$ cat src/rtl/wm_pkg.sv
// Shared constants for the washing-machine sequencer: state codes, selector
// bit positions and default phase durations.
package wm_pkg;

    localparam int unsigned ST_W    = 4;
    localparam int unsigned SEL_W   = 2;
    localparam int unsigned RINSE_W = 3;

    localparam logic [3:0] ST_IDLE       = 4'd0;
    localparam logic [3:0] ST_FILL       = 4'd1;
    localparam logic [3:0] ST_HEAT       = 4'd2;
    localparam logic [3:0] ST_WASH       = 4'd3;
    localparam logic [3:0] ST_DRAIN      = 4'd4;
    localparam logic [3:0] ST_RINSE_FILL = 4'd5;
    localparam logic [3:0] ST_RINSE      = 4'd6;
    localparam logic [3:0] ST_SPIN       = 4'd7;
    localparam logic [3:0] ST_FAULT      = 4'd8;

    localparam int unsigned SEL_HEAT_BIT = 0;
    localparam int unsigned SEL_DET_BIT  = 1;

    localparam int unsigned DEF_CNT_W        = 8;
    localparam int unsigned DEF_WASH_BASE    = 10;
    localparam int unsigned DEF_WASH_STEP    = 10;
    localparam int unsigned DEF_RINSE_PASSES = 2;
    localparam int unsigned DEF_RINSE_CYCLE  = 15;
    localparam int unsigned DEF_DRAIN_CYCLE  = 30;
    localparam int unsigned DEF_SPIN_CYCLE   = 20;
    localparam int unsigned DEF_FILL_TIMEOUT = 100;
    localparam int unsigned DEF_HEAT_TIMEOUT = 200;

endpackage

$ cat src/rtl/wash_sequencer_if.sv
// Front-panel / sensor inputs and actuator outputs of the wash sequencer.
interface wash_sequencer_if;
    import wm_pkg::*;

    logic [SEL_W-1:0] SELECTOR;
    logic             START;
    logic             PAUSE;
    logic             ABORT;
    logic             WATER_LEVEL_SENSOR;
    logic             TEMP_SENSOR;

    logic             DOOR_LOCK;
    logic             WATER_VALVE;
    logic             DETERGENT_HATCH;
    logic             WATER_HEATER;
    logic             DRUM_MOTOR;
    logic             WATER_PUMP;
    logic             SPIN_MOTOR;
    logic             FAULT;
    logic             DONE;
    logic [ST_W-1:0]  CURRENT_STATE;

    modport master (
        output SELECTOR, START, PAUSE, ABORT, WATER_LEVEL_SENSOR, TEMP_SENSOR,
        input  DOOR_LOCK, WATER_VALVE, DETERGENT_HATCH, WATER_HEATER, DRUM_MOTOR,
               WATER_PUMP, SPIN_MOTOR, FAULT, DONE, CURRENT_STATE
    );

    modport slave (
        input  SELECTOR, START, PAUSE, ABORT, WATER_LEVEL_SENSOR, TEMP_SENSOR,
        output DOOR_LOCK, WATER_VALVE, DETERGENT_HATCH, WATER_HEATER, DRUM_MOTOR,
               WATER_PUMP, SPIN_MOTOR, FAULT, DONE, CURRENT_STATE
    );

endinterface

$ cat src/rtl/wm_phase_timer.sv
// Loadable down-counter shared by the timed phases and the fill/heat watchdog.
module wm_phase_timer #(
    parameter int unsigned CNT_W = 8
) (
    input  logic             clk,
    input  logic             rst_n,
    input  logic             load,
    input  logic             hold,
    input  logic [CNT_W-1:0] load_val,
    output logic             zero_c
);

    logic [CNT_W-1:0] cnt_q;

    // Load wins over hold; the count saturates at zero.
    always_ff @(posedge clk) begin
        if (!rst_n) begin
            cnt_q <= '0;
        end else if (load) begin
            cnt_q <= load_val;
        end else if (!hold && (cnt_q != '0)) begin
            cnt_q <= cnt_q - CNT_W'(1);
        end
    end

    assign zero_c = (cnt_q == '0);

endmodule

$ cat src/rtl/wash_sequencer.sv
// Washing-machine controller: fill, optional heat, wash, rinse passes and spin,
// with pause, abort-to-drain and fill/heat watchdog faults.
module wash_sequencer
    import wm_pkg::*;
#(
    parameter int unsigned CNT_W        = DEF_CNT_W,
    parameter int unsigned WASH_BASE    = DEF_WASH_BASE,
    parameter int unsigned WASH_STEP    = DEF_WASH_STEP,
    parameter int unsigned RINSE_PASSES = DEF_RINSE_PASSES,
    parameter int unsigned RINSE_CYCLE  = DEF_RINSE_CYCLE,
    parameter int unsigned DRAIN_CYCLE  = DEF_DRAIN_CYCLE,
    parameter int unsigned SPIN_CYCLE   = DEF_SPIN_CYCLE,
    parameter int unsigned FILL_TIMEOUT = DEF_FILL_TIMEOUT,
    parameter int unsigned HEAT_TIMEOUT = DEF_HEAT_TIMEOUT
) (
    input  logic            clk,
    input  logic            rst_n,
    wash_sequencer_if.slave bus
);

    localparam logic [CNT_W-1:0] FILL_LD  = CNT_W'(FILL_TIMEOUT - 1);
    localparam logic [CNT_W-1:0] HEAT_LD  = CNT_W'(HEAT_TIMEOUT - 1);
    localparam logic [CNT_W-1:0] RINSE_LD = CNT_W'(RINSE_CYCLE - 1);
    localparam logic [CNT_W-1:0] DRAIN_LD = CNT_W'(DRAIN_CYCLE - 1);
    localparam logic [CNT_W-1:0] SPIN_LD  = CNT_W'(SPIN_CYCLE - 1);

    logic [ST_W-1:0]    state_q, state_d;
    logic [SEL_W-1:0]   sel_q, sel_d;
    logic [RINSE_W-1:0] rinse_q, rinse_d;
    logic               abort_q, abort_d;
    logic               done_q, done_d;
    logic               tmr_load, tmr_hold, tmr_zero_c;
    logic [CNT_W-1:0]   tmr_val, wash_ld_c;
    logic               sensor_c, paused_c;

    assign wash_ld_c = CNT_W'(WASH_BASE + WASH_STEP * 32'(sel_q) - 1);

    wm_phase_timer #(.CNT_W(CNT_W)) u_timer (
        .clk      (clk),
        .rst_n    (rst_n),
        .load     (tmr_load),
        .hold     (tmr_hold),
        .load_val (tmr_val),
        .zero_c   (tmr_zero_c)
    );

    always_ff @(posedge clk) begin
        if (!rst_n) begin
            state_q <= ST_IDLE;
            sel_q   <= '0;
            rinse_q <= '0;
            abort_q <= 1'b0;
            done_q  <= 1'b0;
        end else begin
            state_q <= state_d;
            sel_q   <= sel_d;
            rinse_q <= rinse_d;
            abort_q <= abort_d;
            done_q  <= done_d;
        end
    end

    // Next state; priority is watchdog timeout, then abort, then pause, then progress.
    always_comb begin
        state_d  = state_q;
        sel_d    = sel_q;
        rinse_d  = rinse_q;
        abort_d  = abort_q;
        tmr_hold = 1'b1;
        sensor_c = (state_q == ST_HEAT) ? bus.TEMP_SENSOR : bus.WATER_LEVEL_SENSOR;
        case (state_q)
            ST_IDLE: begin
                if (bus.START) begin
                    state_d = ST_FILL;
                    sel_d   = bus.SELECTOR;
                    rinse_d = RINSE_W'(RINSE_PASSES);
                    abort_d = 1'b0;
                end
            end
            ST_FILL, ST_HEAT, ST_RINSE_FILL: begin
                if (!bus.PAUSE && tmr_zero_c && !sensor_c) begin
                    state_d = ST_FAULT;
                end else if (bus.ABORT) begin
                    state_d = ST_DRAIN;
                    abort_d = 1'b1;
                end else if (!bus.PAUSE) begin
                    if (sensor_c) begin
                        if (state_q == ST_RINSE_FILL)               state_d = ST_RINSE;
                        else if (state_q == ST_HEAT)                state_d = ST_WASH;
                        else if (sel_q[SEL_HEAT_BIT])               state_d = ST_HEAT;
                        else                                        state_d = ST_WASH;
                    end else begin
                        tmr_hold = 1'b0;
                    end
                end
            end
            ST_WASH, ST_RINSE: begin
                if (bus.ABORT) begin
                    state_d = ST_DRAIN;
                    abort_d = 1'b1;
                end else if (!bus.PAUSE) begin
                    if (tmr_zero_c) state_d  = ST_DRAIN;
                    else            tmr_hold = 1'b0;
                end
            end
            ST_DRAIN: begin
                if (!bus.PAUSE) begin
                    if (!tmr_zero_c) begin
                        tmr_hold = 1'b0;
                    end else if (abort_q) begin
                        state_d = ST_IDLE;
                        abort_d = 1'b0;
                    end else if (rinse_q != '0) begin
                        state_d = ST_RINSE_FILL;
                        rinse_d = rinse_q - RINSE_W'(1);
                    end else begin
                        state_d = ST_SPIN;
                    end
                end
            end
            ST_SPIN: begin
                if (!bus.PAUSE) begin
                    if (tmr_zero_c) state_d  = ST_IDLE;
                    else            tmr_hold = 1'b0;
                end
            end
            ST_FAULT: ;
            default: state_d = ST_IDLE;
        endcase

        done_d   = (state_q == ST_SPIN) && (state_d == ST_IDLE);
        tmr_load = (state_d != state_q);
        tmr_val  = '0;
        case (state_d)
            ST_FILL, ST_RINSE_FILL: tmr_val = FILL_LD;
            ST_HEAT:                tmr_val = HEAT_LD;
            ST_WASH:                tmr_val = wash_ld_c;
            ST_RINSE:               tmr_val = RINSE_LD;
            ST_DRAIN:               tmr_val = DRAIN_LD;
            ST_SPIN:                tmr_val = SPIN_LD;
            default:                tmr_val = '0;
        endcase
    end

    // Actuator decode from the state register; pause drops everything but the lock.
    always_comb begin
        bus.DOOR_LOCK       = 1'b0;
        bus.WATER_VALVE     = 1'b0;
        bus.DETERGENT_HATCH = 1'b0;
        bus.WATER_HEATER    = 1'b0;
        bus.DRUM_MOTOR      = 1'b0;
        bus.WATER_PUMP      = 1'b0;
        bus.SPIN_MOTOR      = 1'b0;
        bus.FAULT           = 1'b0;
        bus.DONE            = done_q;
        bus.CURRENT_STATE   = (state_q > ST_FAULT) ? ST_IDLE : state_q;
        paused_c = bus.PAUSE && (state_q >= ST_FILL) && (state_q <= ST_SPIN);
        case (state_q)
            ST_FILL: begin
                bus.DOOR_LOCK       = 1'b1;
                bus.WATER_VALVE     = 1'b1;
                bus.DETERGENT_HATCH = sel_q[SEL_DET_BIT];
            end
            ST_HEAT: begin
                bus.DOOR_LOCK    = 1'b1;
                bus.WATER_HEATER = 1'b1;
            end
            ST_WASH, ST_RINSE: begin
                bus.DOOR_LOCK  = 1'b1;
                bus.DRUM_MOTOR = 1'b1;
            end
            ST_DRAIN: begin
                bus.DOOR_LOCK  = 1'b1;
                bus.WATER_PUMP = 1'b1;
            end
            ST_RINSE_FILL: begin
                bus.DOOR_LOCK   = 1'b1;
                bus.WATER_VALVE = 1'b1;
            end
            ST_SPIN: begin
                bus.DOOR_LOCK  = 1'b1;
                bus.WATER_PUMP = 1'b1;
                bus.SPIN_MOTOR = 1'b1;
            end
            ST_FAULT: begin
                bus.DOOR_LOCK  = 1'b1;
                bus.WATER_PUMP = 1'b1;
                bus.FAULT      = 1'b1;
            end
            default: ;
        endcase
        if (paused_c) begin
            bus.WATER_VALVE     = 1'b0;
            bus.DETERGENT_HATCH = 1'b0;
            bus.WATER_HEATER    = 1'b0;
            bus.DRUM_MOTOR      = 1'b0;
            bus.WATER_PUMP      = 1'b0;
            bus.SPIN_MOTOR      = 1'b0;
        end
    end

endmodule

$ cat src/flat_wrapper.sv
// flat-port wrapper written by rule: the top's interface ports become plain ports
module wash_sequencer_flat import wm_pkg::*;
#(
    parameter int unsigned CNT_W        = DEF_CNT_W,
    parameter int unsigned WASH_BASE    = DEF_WASH_BASE,
    parameter int unsigned WASH_STEP    = DEF_WASH_STEP,
    parameter int unsigned RINSE_PASSES = DEF_RINSE_PASSES,
    parameter int unsigned RINSE_CYCLE  = DEF_RINSE_CYCLE,
    parameter int unsigned DRAIN_CYCLE  = DEF_DRAIN_CYCLE,
    parameter int unsigned SPIN_CYCLE   = DEF_SPIN_CYCLE,
    parameter int unsigned FILL_TIMEOUT = DEF_FILL_TIMEOUT,
    parameter int unsigned HEAT_TIMEOUT = DEF_HEAT_TIMEOUT
)
  (clk, rst_n, bus_SELECTOR, bus_START, bus_PAUSE, bus_ABORT, bus_WATER_LEVEL_SENSOR, bus_TEMP_SENSOR, bus_DOOR_LOCK, bus_WATER_VALVE, bus_DETERGENT_HATCH, bus_WATER_HEATER, bus_DRUM_MOTOR, bus_WATER_PUMP, bus_SPIN_MOTOR, bus_FAULT, bus_DONE, bus_CURRENT_STATE);
  wash_sequencer_if bus_i ();
  input  logic clk;
  input  logic rst_n;
  input wire logic [$bits(bus_i.SELECTOR)-1:0] bus_SELECTOR;
  input wire logic [$bits(bus_i.START)-1:0] bus_START;
  input wire logic [$bits(bus_i.PAUSE)-1:0] bus_PAUSE;
  input wire logic [$bits(bus_i.ABORT)-1:0] bus_ABORT;
  input wire logic [$bits(bus_i.WATER_LEVEL_SENSOR)-1:0] bus_WATER_LEVEL_SENSOR;
  input wire logic [$bits(bus_i.TEMP_SENSOR)-1:0] bus_TEMP_SENSOR;
  output wire logic [$bits(bus_i.DOOR_LOCK)-1:0] bus_DOOR_LOCK;
  output wire logic [$bits(bus_i.WATER_VALVE)-1:0] bus_WATER_VALVE;
  output wire logic [$bits(bus_i.DETERGENT_HATCH)-1:0] bus_DETERGENT_HATCH;
  output wire logic [$bits(bus_i.WATER_HEATER)-1:0] bus_WATER_HEATER;
  output wire logic [$bits(bus_i.DRUM_MOTOR)-1:0] bus_DRUM_MOTOR;
  output wire logic [$bits(bus_i.WATER_PUMP)-1:0] bus_WATER_PUMP;
  output wire logic [$bits(bus_i.SPIN_MOTOR)-1:0] bus_SPIN_MOTOR;
  output wire logic [$bits(bus_i.FAULT)-1:0] bus_FAULT;
  output wire logic [$bits(bus_i.DONE)-1:0] bus_DONE;
  output wire logic [$bits(bus_i.CURRENT_STATE)-1:0] bus_CURRENT_STATE;
  assign bus_i.SELECTOR = bus_SELECTOR;
  assign bus_i.START = bus_START;
  assign bus_i.PAUSE = bus_PAUSE;
  assign bus_i.ABORT = bus_ABORT;
  assign bus_i.WATER_LEVEL_SENSOR = bus_WATER_LEVEL_SENSOR;
  assign bus_i.TEMP_SENSOR = bus_TEMP_SENSOR;
  assign bus_DOOR_LOCK = bus_i.DOOR_LOCK;
  assign bus_WATER_VALVE = bus_i.WATER_VALVE;
  assign bus_DETERGENT_HATCH = bus_i.DETERGENT_HATCH;
  assign bus_WATER_HEATER = bus_i.WATER_HEATER;
  assign bus_DRUM_MOTOR = bus_i.DRUM_MOTOR;
  assign bus_WATER_PUMP = bus_i.WATER_PUMP;
  assign bus_SPIN_MOTOR = bus_i.SPIN_MOTOR;
  assign bus_FAULT = bus_i.FAULT;
  assign bus_DONE = bus_i.DONE;
  assign bus_CURRENT_STATE = bus_i.CURRENT_STATE;
  wash_sequencer #(.CNT_W(CNT_W), .WASH_BASE(WASH_BASE), .WASH_STEP(WASH_STEP), .RINSE_PASSES(RINSE_PASSES), .RINSE_CYCLE(RINSE_CYCLE), .DRAIN_CYCLE(DRAIN_CYCLE), .SPIN_CYCLE(SPIN_CYCLE), .FILL_TIMEOUT(FILL_TIMEOUT), .HEAT_TIMEOUT(HEAT_TIMEOUT)) u_core (.clk(clk), .rst_n(rst_n), .bus(bus_i));
endmodule
$ cat config.mk
export PLATFORM = sky130hd
export DESIGN_NAME = wash_sequencer_flat
export DESIGN_NICKNAME = d
export VERILOG_FILES = /design/src/rtl/wm_pkg.sv /design/src/rtl/wash_sequencer_if.sv /design/src/rtl/wm_phase_timer.sv /design/src/rtl/wash_sequencer.sv /design/src/flat_wrapper.sv
export SDC_FILE = /design/constraint.sdc
export NUM_CORES = 1
export LEC_CHECK = 0
export CORE_MARGIN = 3
export CORE_UTILIZATION = 45
export DETAILED_ROUTE_END_ITERATION = 6
export PLACE_DENSITY = 0.7
export SETUP_SLACK_MARGIN = 0.3
export SLEW_MARGIN = 20
export SYNTH_ARGS = -nofsm -noshare
export SYNTH_HDL_FRONTEND = slang
export SYNTH_HIERARCHICAL = 1
export SYNTH_SLANG_ARGS = --single-unit
$ cat constraint.sdc
create_clock -name clk -period 3.4 [get_ports clk]
set_clock_uncertainty 0.15 [all_clocks]
set_input_delay 0.68 -clock clk [delete_from_list [all_inputs] [get_ports clk]]
set_output_delay 0.68 -clock clk [all_outputs]
set_load 0.1 [all_outputs]
==> flow_summary.toml <==
[pwr]
pwr-share-comb = 0.622
p_sw_w = 0.0006089
powerDensity_mw_per_mm2 = 603.7
internal-power_w = 0.0007311
clkPwrFrac = 0.121
power_frac_seq = 0.257
ir_drop_v = 0.0003315
p_leak_nw = 0.8655
switching_share = 0.4544

[placed_design]
io_buffers = 21
globalplace.congestion = 0.9627
hpwl_um = 3561

[global_routing]
grt_usage = 0.2322
grt_pass1_vias = 1617
grt_pass1_wl_um = 7810
grt_max_degree = 18
overflow = 0
antenna_found_initial = 0

[routing]
postRouteAntennaNets = 0
avgViaCountPerCell = 5.787
routed_wl_um = 4651
drc = 0
drtIter0Drc = 113
wl_per_cell_um = 15.50
first_pass_iters = 4
vias = 1736

[critical_path]
reg2reg_slack_ps = 420
crit_family = "buffers and inverters"
cp.depth = 10
crit_fanout = 8
startpoint = "bus_WATER_LEVEL_SENSOR"
critPathBufInv = 3
crit_type = "in2reg"
critPathMostFrequentCell = "mux2i_1"
cp-endpoint = "u_core/u_timer/cnt_q[2]"
path_cells = "clkdlybuf4s50_1 > mux2i_1 > buf_4 > a2111oi_2 > o41a_4 > mux2i_1 > nand3_1 > buf_6 > a221oi_2 > nor2b_1"
worstRegToRegCells = 12
r2r-end = "u_core/u_timer/cnt_q[2]"
r2r-start = "u_core/u_timer/cnt_q[0]"
end_kind = "flop"
cp_slowest_cell = "clkdlybuf4s50_1"
cp_slowest_stage_delay_ps = 540
start_kind = "input port"
cp.arrival_ps = 2990
cp.required_ps = 3410

[floorplan]
die_height_um = 66.61
die_w_um = 66.61
start_util = 0.4802
core_mm2 = 0.003442
rows = 21
io_pins = 22
die-area_mm2 = 0.004436

[sta]
tightest_slew_ps = 476.3
grt_setup_unrepaired = "yes"
setup_viol_count_final = 0
hold_ws_ps = 312.4
layout_min_cycle_time_ps = 2988
finalHoldViolations = 0
fmax_ghz = 0.3346
fin_crit_sh = 0.8790
slew_violations = 0
slew_headroom = 0.6810

[synth]
synth_fp_nets = 230
synth_most_common_cell = "nor2_1"
synthCells = 216
post_synth.cell_area_avg_um2 = 7.652
ys_async_sr_fraction = 0
synth_warnings = 6
ys_ff_latch = 19
synth_common_cells = "nor2_1, dfxtp_1, a21oi_1"
yosysTopAreaCell = "dfxtp_1"
ys_seq_area_frac = 0.2301
syn_area_mm2 = 0.001653
ys.flop_type = "dfxtp_1"
synth_top_cell_area_share = 0.2301
synth_edf_count = 0
synth_area_leaders = "dfxtp_1, nor2_1, a21oi_1, ha_1, o21ai_0"
yosysUniqueCellTypes = 58

[final_layout]
ff_latch_area_um2 = 384.1
drive_gt1_frac = 0.2992
postLayoutCoreUtil = 0.6449
fillers = 313
multi_input_comb_area_mm2 = 0.001241
syn_to_final_growth_pct = 34.29
antennaDiodeCount = 0
fin_nets = 269

[cts]
clkTransAtPathRegs_ps = 70
cts_hold_buffers = 0
clock_sinks = 19
clk_latency_ps = 260
htreeDepth = 1
clock_path_buffers = 2
cts_tree = "built"
cts_root_buf = "clkbuf_8"
cts_buffers = 3

[job]
maxCapViolations = 0

[hold_path]
min_from = "u_core/rinse_q[2]"
hp-class = "reg2reg"

[run_status]
outcome = "completed"
==> flip-flops by register name, summed over array words and instances, names as in the netlist <==
| register | cells |
|---|---|
| u_core/state_q | 4 |
| u_core/bus.DONE | 1 |
| u_core/rinse_q | 3 |
| u_core/abort_q | 1 |
| u_core/u_timer/cnt_q | 8 |
| u_core/sel_q | 2 |
==> how the worst min path moves through the flow <==
| stage | slack (ps) | endpoint | depth (start not counted) |
|---|---|---|---|
| 3_5_place_dp | 300 | u_core/rinse_q[2] | 2 |
| 5_1_grt | 340 | u_core/rinse_q[2] | 2 |
| 6_report | 310 | u_core/rinse_q[2] | 2 |
| 3_3_place_gp | 290 | u_core/rinse_q[2] | 2 |
| 4_1_cts | 310 | u_core/rinse_q[2] | 2 |
| 2_1_floorplan | 280 | u_core/rinse_q[2] | 2 |
==> worst reg2reg max path, stage by stage, from the launching register on <==
cell      delay [ps]
dfxtp_2          330
inv_1             70
ha_2             200
nor3b_4          160
and2_4           200
nor3b_1          140
mux2_4           320
o41a_4           450
mux2i_1          190
nand3_1          190
buf_6            190
a221oi_2         220
nor2b_1           60
==> metrics by stage <==
step | area (µm²) | cells | setup TNS [ps] | setup WS [ps] | total power, W
6_report | 2220 | 300 | 0 | 411.5 | 0.001340
5_1_grt | 2220 | 300 | 0 | 275.7 | 0.001451
4_1_cts | 2148 | 298 | 0 | 302.0 | 0.001271
3_5_place_dp | 2082 | 294 | -148.4 | -93.10 | 0.001075
3_3_place_gp | 2082 | 294 | -96.59 | -63.72 | 0.001066
2_1_floorplan | 1679 | 216 | -360.9 | -189.4 | 0.0008751
==> area by class of cell <==
class,count,area share
flip-flops and latches,19,0.1731
inverters,14,0.02368
clock buffers,4,0.02029
well taps,46,0.02593
repair buffers,45,0.1979
multi-input cells,172,0.5592
==> routing by layer <==
layer	vias up	global-route usage	wire length [µm]
li1	862	-	-
met3	8	0.05396	353
met1	801	0.3194	2192
met4	0	0.09137	74
met2	65	0.3465	2032
met5	-	0	0
==> repair_timing <==
item	in CTS	in global routing
resized for setup	8	17
buffers inserted	0	2
setup endpoints to repair	8	8
gates cloned	0	0
pin swaps	1	2
==> layout by cell type (no fill, tap or decap), types with 6 or more instances in the layout <==
master and n:
a21oi_1 15, nand2b_1 8, inv_1 12, buf_4 29, o21ai_0 11, nor2_1 21
or3_1 6, dfxtp_1 16, nand2_1 12, buf_12 6, clkdlybuf4s50_1 7
==> cell families after synthesis <==
group | share of synthesized area
xor+xnor | 0.01590
fa+ha+maj | 0.03785
mux | 0.04391
flops | 0.2301
compound gates | 0.2211
buf+inv | 0.07570
simple gates | 0.3755
==> power by group through the flow <==
stage	clock [W]	combinational [W]	sequential (W)
detailed placement	0	0.000736	0.000339
floorplan	0	0.000563	0.000312
global placement	0	0.000729	0.000337
CTS	0.000168	0.000764	0.000339
finish	0.000162	0.000834	0.000344
global route	0.000183	0.000913	0.000355
Note: power is estimated with default switching activity, not from simulation.
